`config.mk`:
```
export PLATFORM = sky130hd
export DESIGN_NAME = mem_port_arbiter
export DESIGN_NICKNAME = d
export VERILOG_FILES = /design/src/rtl/mem_arb_pkg.sv /design/src/rtl/rr_arb2.sv /design/src/rtl/mem_port_arbiter.sv
export SDC_FILE = /design/constraint.sdc
export NUM_CORES = 1
export LEC_CHECK = 0
export BUFFER_PORTS_ARGS = -buffer_cell sky130_fd_sc_hd__buf_2
export CAP_MARGIN = 20
export CORE_ASPECT_RATIO = 0.75
export CORE_MARGIN = 10
export CORE_UTILIZATION = 37
export CTS_CLUSTER_DIAMETER = 30
export DETAILED_ROUTE_END_ITERATION = 6
export PLACE_DENSITY = 0.95
export SLEW_MARGIN = 30
export SYNTH_ARGS = -nofsm -noshare
export SYNTH_HDL_FRONTEND = slang
export SYNTH_SLANG_ARGS = --single-unit
```
`constraint.sdc`:
```
create_clock -name Clk -period 2.6 [get_ports Clk]
set_input_delay 0 -clock Clk [delete_from_list [all_inputs] [get_ports Clk]]
set_output_delay 0 -clock Clk [all_outputs]
set_load 0.02 [all_outputs]
```
`src/rtl/mem_arb_pkg.sv`:
```
// mem_arb_pkg: shared types for the memory port arbiter.
// Holds the sequencer state enum, requester index type and port ids.
package mem_arb_pkg;

    typedef enum logic [1:0] {
        IDLE  = 2'd0,
        CLEAR = 2'd1,
        DONE  = 2'd2
    } arb_state_t;

    typedef logic port_t;

    localparam port_t PORT_CPU = 1'b0;
    localparam port_t PORT_LDR = 1'b1;

    // One-hot round-robin pick for two requesters.
    // On a tie the port that did not win last time is chosen.
    function automatic logic [1:0] rr_pick(
        input logic [1:0] req,
        input port_t      last
    );
        logic [1:0] g;
        g = 2'b00;
        unique case (req)
            2'b01:   g = 2'b01;
            2'b10:   g = 2'b10;
            2'b11:   g = (last == PORT_CPU) ? 2'b10 : 2'b01;
            default: g = 2'b00;
        endcase
        return g;
    endfunction

endpackage

```
`src/rtl/rr_arb2.sv`:
```
// rr_arb2: two-input round-robin arbiter with enable and one-hot grant.
// Ports: i_clk, i_reset (sync, active-high), i_en, i_req[1:0] -> o_gnt[1:0].
module rr_arb2
    import mem_arb_pkg::*;
(
    input  logic       i_clk,
    input  logic       i_reset,
    input  logic       i_en,
    input  logic [1:0] i_req,
    output logic [1:0] o_gnt
);

    port_t      r_last;
    logic [1:0] w_gnt;

    always_comb begin
        w_gnt = 2'b00;
        if (i_en) begin
            w_gnt = rr_pick(i_req, r_last);
        end
    end

    assign o_gnt = w_gnt;

    // Reset to the loader so the CPU wins the first tie.
    always_ff @(posedge i_clk) begin
        if (i_reset) begin
            r_last <= PORT_LDR;
        end else if (w_gnt[1]) begin
            r_last <= PORT_LDR;
        end else if (w_gnt[0]) begin
            r_last <= PORT_CPU;
        end
    end

endmodule

```
`src/rtl/mem_port_arbiter.sv`:
```
// mem_port_arbiter: shares one single-port memory between the CPU (port 0)
// and the loader/debug port (port 1) with round-robin arbitration, a
// registered one-cycle read path and an optional zero-fill engine.
// Build option: define MEM_ARB_CLEAR_EN to enable the clear engine.
// Ports:
//   Clk, Reset              clock, synchronous active-high reset
//   req/we/addr/wdata 0,1   requester inputs, held until granted
//   gnt0/1                  combinational grant
//   rvalid0/1, rdata        registered read response
//   clr_start/busy/done     clear engine control and status
//   mem_we/addr/wdata/rdata memory port
module mem_port_arbiter
    import mem_arb_pkg::*;
#(
    parameter int A = 6,
    parameter int W = 8
) (
    input  logic         Clk,
    input  logic         Reset,
    input  logic         req0,
    input  logic         req1,
    input  logic         we0,
    input  logic         we1,
    input  logic [A-1:0] addr0,
    input  logic [A-1:0] addr1,
    input  logic [W-1:0] wdata0,
    input  logic [W-1:0] wdata1,
    output logic         gnt0,
    output logic         gnt1,
    output logic         rvalid0,
    output logic         rvalid1,
    output logic [W-1:0] rdata,
    input  logic         clr_start,
    output logic         clr_busy,
    output logic         clr_done,
    output logic         mem_we,
    output logic [A-1:0] mem_addr,
    output logic [W-1:0] mem_wdata,
    input  logic [W-1:0] mem_rdata
);

    logic         w_arb_en;
    logic         w_clearing;
    logic         w_done;
    logic [A-1:0] w_clr_addr;
    logic [1:0]   w_gnt;
    logic         w_rd0;
    logic         w_rd1;
    logic [1:0]   r_rvalid;
    logic [W-1:0] r_rdata;

`ifdef MEM_ARB_CLEAR_EN

    arb_state_t   r_state;
    arb_state_t   w_state_nxt;
    logic [A-1:0] r_cnt;
    logic         w_cnt_last;

    // Terminal compare on all-ones: the last address is written
    // before leaving CLEAR, so the counter never wraps early.
    assign w_cnt_last = &r_cnt;
    assign w_clr_addr = r_cnt;

    always_ff @(posedge Clk) begin
        if (Reset) begin
            r_state <= IDLE;
        end else begin
            r_state <= w_state_nxt;
        end
    end

    always_ff @(posedge Clk) begin
        if (Reset) begin
            r_cnt <= '0;
        end else if (r_state == CLEAR) begin
            r_cnt <= r_cnt + 1'b1;
        end else begin
            r_cnt <= '0;
        end
    end

    always_comb begin
        w_state_nxt = r_state;
        unique case (r_state)
            IDLE: begin
                if (clr_start) begin
                    w_state_nxt = CLEAR;
                end
            end
            CLEAR: begin
                if (w_cnt_last) begin
                    w_state_nxt = DONE;
                end
            end
            DONE:    w_state_nxt = IDLE;
            default: w_state_nxt = IDLE;
        endcase
    end

    // A start request in IDLE pre-empts arbitration for that cycle.
    always_comb begin
        w_arb_en   = 1'b1;
        w_clearing = 1'b0;
        w_done     = 1'b0;
        unique case (r_state)
            IDLE: begin
                w_arb_en = ~clr_start;
            end
            CLEAR: begin
                w_arb_en   = 1'b0;
                w_clearing = 1'b1;
            end
            DONE: begin
                w_done = 1'b1;
            end
            default: begin
                w_arb_en = 1'b0;
            end
        endcase
    end

`else

    logic w_unused_clr;

    assign w_unused_clr = clr_start;
    assign w_arb_en     = 1'b1;
    assign w_clearing   = 1'b0;
    assign w_done       = 1'b0;
    assign w_clr_addr   = '0;

`endif

    rr_arb2 u_arb (
        .i_clk   (Clk),
        .i_reset (Reset),
        .i_en    (w_arb_en),
        .i_req   ({req1, req0}),
        .o_gnt   (w_gnt)
    );

    assign gnt0 = w_gnt[0];
    assign gnt1 = w_gnt[1];

    // Memory drive is all-zero unless a port is granted or a clear runs,
    // so the level-sensitive write can never fire spuriously.
    always_comb begin
        mem_we    = 1'b0;
        mem_addr  = '0;
        mem_wdata = '0;
        if (w_clearing) begin
            mem_we   = 1'b1;
            mem_addr = w_clr_addr;
        end else if (w_gnt[0]) begin
            mem_we    = we0;
            mem_addr  = addr0;
            mem_wdata = wdata0;
        end else if (w_gnt[1]) begin
            mem_we    = we1;
            mem_addr  = addr1;
            mem_wdata = wdata1;
        end
    end

    assign w_rd0 = w_gnt[0] & ~we0;
    assign w_rd1 = w_gnt[1] & ~we1;

    // rdata only moves on a granted read, so it holds between reads.
    always_ff @(posedge Clk) begin
        if (Reset) begin
            r_rvalid <= 2'b00;
            r_rdata  <= '0;
        end else begin
            r_rvalid <= {w_rd1, w_rd0};
            if (w_rd0 | w_rd1) begin
                r_rdata <= mem_rdata;
            end
        end
    end

    assign rvalid0  = r_rvalid[0];
    assign rvalid1  = r_rvalid[1];
    assign rdata    = r_rdata;
    assign clr_busy = w_clearing;
    assign clr_done = w_done;

endmodule

```
After elaboration in Yosys (flattened, before gate mapping)
Cells that the tools add are included.
{"block": "op_classes", "eq_ne": 3, "mux": 8, "n_bitwise": 5, "n_reduce_logical": 1}
{"cell": "$mux W8", "n": 2}
{"cell": "$mux W6", "n": 2}
{"cell": "$pmux W2 S3", "n": 1}
{"cell": "$eq A2 B2 Y1 const B", "n": 2}
{"cell": "$and A1 B1 Y1", "n": 2}
{"cell": "$eq A2 B1 Y1 const B", "n": 1}
{"cell": "$mux W1", "n": 2}
{"cell": "$mux W2", "n": 1}
{"cell": "$not A1 Y1", "n": 2}
{"cell": "$reduce_or A2 Y1", "n": 1}
{"cell": "$or A1 B1 Y1", "n": 1}
{"block": "word_totals", "reg_bits": 11, "wordCells": 20}

Longest topological paths before layout
{"block": "logic_depth", "ltp_word": 4, "mapped_depth": 5}

Modules after synthesis
Synthesis repeated with hierarchy kept, for this count alone.
{"block": "unflattened", "cells_unflattened": 75, "area_unflattened_um2": 706.9}
{"mod": "mem_port_arbiter", "instances": 1, "cells_each": 67, "area_per_inst_um2": 648.1, "seq_area_each_um2": 200.2}
{"mod": "rr_arb2", "instances": 1, "cells_each": 8, "area_per_inst_um2": 58.8, "seq_area_each_um2": 20.0}

Worst setup path before layout
No wires, ideal clock.
{"block": "synth_path", "path_kind": "register to output", "from": "reg u_arb.r_last", "to": "out mem_addr[0]", "arrival_ns": 1.199, "required_ns": 2.600, "slack_ns": 1.401, "path_stages_with_launch": 6, "path_buffers": 2, "cell_sequence": "dfxtp_1 -> nand2b_4 -> and2_1 -> buf_6 -> buf_6 -> a22o_1"}
{"element": "start: declaration", "line_no": "rr_arb2.sv:13", "rtl": "port_t r_last;"}
{"element": "start signal: assignment", "line_no": "rr_arb2.sv:28", "rtl": "r_last <= PORT_LDR;"}
{"element": "start signal: assignment", "line_no": "rr_arb2.sv:30", "rtl": "r_last <= PORT_LDR;"}
{"element": "start signal: assignment", "line_no": "rr_arb2.sv:32", "rtl": "r_last <= PORT_CPU;"}
{"element": "$mux W2", "line_no": "mem_arb_pkg.sv:27", "rtl": "2'b11: g = (last == PORT_CPU) ? 2'b10 : 2'b01;"}
{"element": "$pmux W2 S3", "line_no": "mem_arb_pkg.sv:24", "rtl": "unique case (req)"}
{"element": "via gnt0", "line_no": "mem_port_arbiter.sv:28", "rtl": "output logic gnt0,"}
{"element": "$mux W6", "line_no": "mem_port_arbiter.sv:154", "rtl": "end else if (w_gnt[0]) begin"}
{"element": "end: declaration", "line_no": "mem_port_arbiter.sv:37", "rtl": "output logic [A-1:0] mem_addr,"}
The timed path passes the listed nets, and every way through them passes these cells.

Final worst setup path
{"block": "layout_path", "from": "reg u_arb.r_last", "to": "out mem_addr[4]"}
{"block": "layout_between", "elab_chain_len": 4}
{"element": "$mux W2 (*)", "line_no": "mem_arb_pkg.sv:27"}
{"element": "$pmux W2 S3 (*)", "line_no": "mem_arb_pkg.sv:24"}
{"element": "$mux W6", "line_no": "mem_port_arbiter.sv:158", "rtl": "end else if (w_gnt[1]) begin"}
{"element": "$mux W6 (*)", "line_no": "mem_port_arbiter.sv:154"}
Mark *: on every way between the ends. The rest lies on a longest branch, timed or not.

==> results.sh <==
export IMPL_crit_start="u_arb.r_last$_SDFFE_PP1P_"
export IMPL_first_pass_iters=2
export IMPL_wl_met3_um=180
export IMPL_clock_root_buffer="clkbuf_4"
export IMPL_track_usage_pct=12.3
export IMPL_cts_clk_slew_worst_paths_ns=0.07
export IMPL_utilization_pct=65.0
export IMPL_yosysTopAreaCell="dfxtp_1"
export IMPL_r2r_start="u_arb.r_last$_SDFFE_PP1P_"
export IMPL_nNetsFinal=189
export IMPL_final_antenna_net_count=0
export IMPL_synthTopCellsByCount="17 x nand2b_1, 15 x a22o_1, 11 x dfxtp_1"
export IMPL_slew_viol_final=0
export IMPL_cts_tree="done"
export IMPL_path_max_fanout=17
export IMPL_status="finished, final reports clean"
export IMPL_numCtsBuffers=3
export IMPL_via_per_inst=4.76
export IMPL_cp_required_ns=2.60
export IMPL_ys_ff_latch=11
export IMPL_swShare_pct=34.0
export IMPL_regArea_um2=220
export IMPL_timing_setup_tns_ns=0
export IMPL_startpoint_type="register"
export IMPL_cts_setup_buffers=0
export IMPL_yosys_most_used_dff="dfxtp_1"
export IMPL_synth_top_area_share_pct=31.7
export IMPL_drt_met1_wl_um=921
export IMPL_fin_crit_sh_pct=67.5
export IMPL_drt_iter0_drc=16
export IMPL_combPwrFrac_pct=38.5
export IMPL_die_h_um=57.5
export IMPL_period_needed_ns=1.75
export IMPL_hpwl_mm=2.08
export IMPL_worstMarginPinSlew_ns=0.562
export IMPL_multi_input_area_um2=420
export IMPL_arrival_ns=1.75
export IMPL_yosysMostFrequentCell="nand2b_1"
export IMPL_hold_class="primary input to register"
export IMPL_antenna_cells=0
export IMPL_regToRegSetupSlack_ns=1.22
export IMPL_wl_met2_mm=1.38
export IMPL_die_w_um=70.0
export IMPL_syn_area_per_cell_um2=10.1
export IMPL_slew_headroom_pct=62.5
export IMPL_io_buffers=68
export IMPL_totalWireLength_mm=2.56
export IMPL_die_area_um2=4030
export IMPL_hp_start="req1"
export IMPL_pwr_share_seq_pct=37.3
export IMPL_finalWeightedCongestion=0.937
export IMPL_hold_viol=0
export IMPL_rsz0062_at_grt="false"
export IMPL_cts_max_path_buffers=2
export IMPL_ctsResizeCount=0
export IMPL_peakVddDrop_mv=0.303
export IMPL_antenna_found_initial=0
export IMPL_netlist_instances=69
export IMPL_num_rows=13
export IMPL_final_fill_count=151
export IMPL_yosys_top_cells_area="dfxtp_1 32%, a22o_1 19%, nand2b_1 15%, mux2i_1 12%, a32oi_4 4.0%"
export IMPL_grt_start_max_net_pins=20
export IMPL_worst_setup_path_end_kind="output port"
export IMPL_p_per_area_nw_per_um2=435
export IMPL_yosys_warnings=0
export IMPL_whs_ns=0.0242
export IMPL_max_freq_mhz=570
export IMPL_syn2layout_area_growth_pct=64.5
export IMPL_p_clk_share_pct=24.2
export IMPL_overflow=0
export IMPL_ys_seq_area_share_pct=31.7
export IMPL_placed_area_um2=1020
export IMPL_insertion_delay_ns=0.27
export IMPL_clkSinkCount=11
export IMPL_htree_num_levels=1
export IMPL_ys_types=18
export IMPL_critPathKind="register to output port"
export IMPL_stdcell_area_um2=1140
export IMPL_grt_pass1_vias=850
export IMPL_grt_pass1_wl_mm=4.01
export IMPL_core_area_um2=1760
export IMPL_synth_edff_count=0
export IMPL_drcViolationCount=0
export IMPL_vias=795
export IMPL_finalClockSkew_ns=0.00328
export IMPL_maxCapViolations=0
export IMPL_p_sw_w=0.000169
export IMPL_finalSetupViolCount=0
export IMPL_highest_layer="met4"
export IMPL_io_pins=72
export IMPL_ys_async_sr_fraction_pct=0
export IMPL_internal_power_w=0.000328
export IMPL_initial_utilization_pct=39.5
export IMPL_p_leak_nw=0.632
export IMPL_wl_per_cell_um=15.3
export IMPL_synth_area_um2=694
export IMPL_fin_total_pwr_w=0.000497
export IMPL_layout_drive_gt1_share_pct=51.7
[worst paths after layout]
| kind | to | cells past startpoint |
|---|---|---|
| max | mem_addr[4] | 4 |
| min | u_arb.r_last$_SDFFE_PP1P_ | 3 |
| max reg2reg | r_rvalid[0]$_SDFF_PP0_ | 3 |
| min reg2reg | rdata[2]$_SDFFE_PP0P_ | 2 |
[cell usage in the layout (no fill, tap or decap), types with 2 or more instances in the layout]
master          n
dfxtp_1        11
conb_1          2
a22o_1         15
mux2i_1         8
nand2b_1       17
clkbuf_4        3
dlygate4sd3_1  10
buf_2          68
inv_1           2
[power groups by stage]
stage                     clock, W  combinational, W  sequential, W
after floorplan                  0          0.000103       0.000202
after global placement           0          0.000178       0.000189
after detailed placement         0          0.000182       0.000190
after CTS                 0.000123          0.000194       0.000186
after global routing      0.000135          0.000207       0.000187
final                     0.000120          0.000192       0.000186
[registers in the layout, indices dropped and copies added, names as in the netlist]
register	count
r_rvalid	2
u_arb.r_last	1
rdata	8
[logic make-up after synthesis]
kind of cell / Yosys count / synth area share, %
other: 1 / 0.540
buffers and inverters: 9 / 8.29
multiplexers: 8 / 11.5
AND/OR/NAND/NOR: 22 / 21.6
AO/OA/AOI/OAI: 18 / 26.3
flip-flops: 11 / 31.7
[timing repair]
action / in CTS / in global routing
hold endpoints to repair: 10 / 0
hold buffers: 10 / 0
setup endpoints to repair: 0 / 0
[area by class of cell]
| class | instances | area share (%) |
|---|---|---|
| inverters | 2 | 0.657 |
| multi-input cells | 50 | 36.8 |
| well taps | 22 | 2.41 |
| repair buffers | 78 | 38.6 |
| clock buffers | 4 | 2.30 |
| flip-flops and latches | 11 | 19.3 |
[metal layers]
| layer | up-vias | GRT usage (%) |
|---|---|---|
| met5 | - | 0 |
| met4 | 0 | 7.02 |
| met3 | 7 | 4.49 |
| met2 | 32 | 23.5 |
| met1 | 363 | 11.1 |
| li1 | 393 | - |
[stage by stage]
| stage | setup slack (ns) | std cells |
|---|---|---|
| 2_1_floorplan | 1.40 | 70 |
| 5_1_grt | 0.730 | 167 |
| 6_report | 0.846 | 167 |
| 4_1_cts | 0.839 | 167 |
| 3_5_place_dp | 1.14 | 153 |
| 3_3_place_gp | 1.19 | 153 |
[critical path, stage by stage, from the launching register on]
cell and delay (ns):
dfxtp_1 0.41, nand2b_4 0.17, and2_1 0.49, a22o_1 0.24, buf_2 0.17
Power figures use the tool's default switching activity.
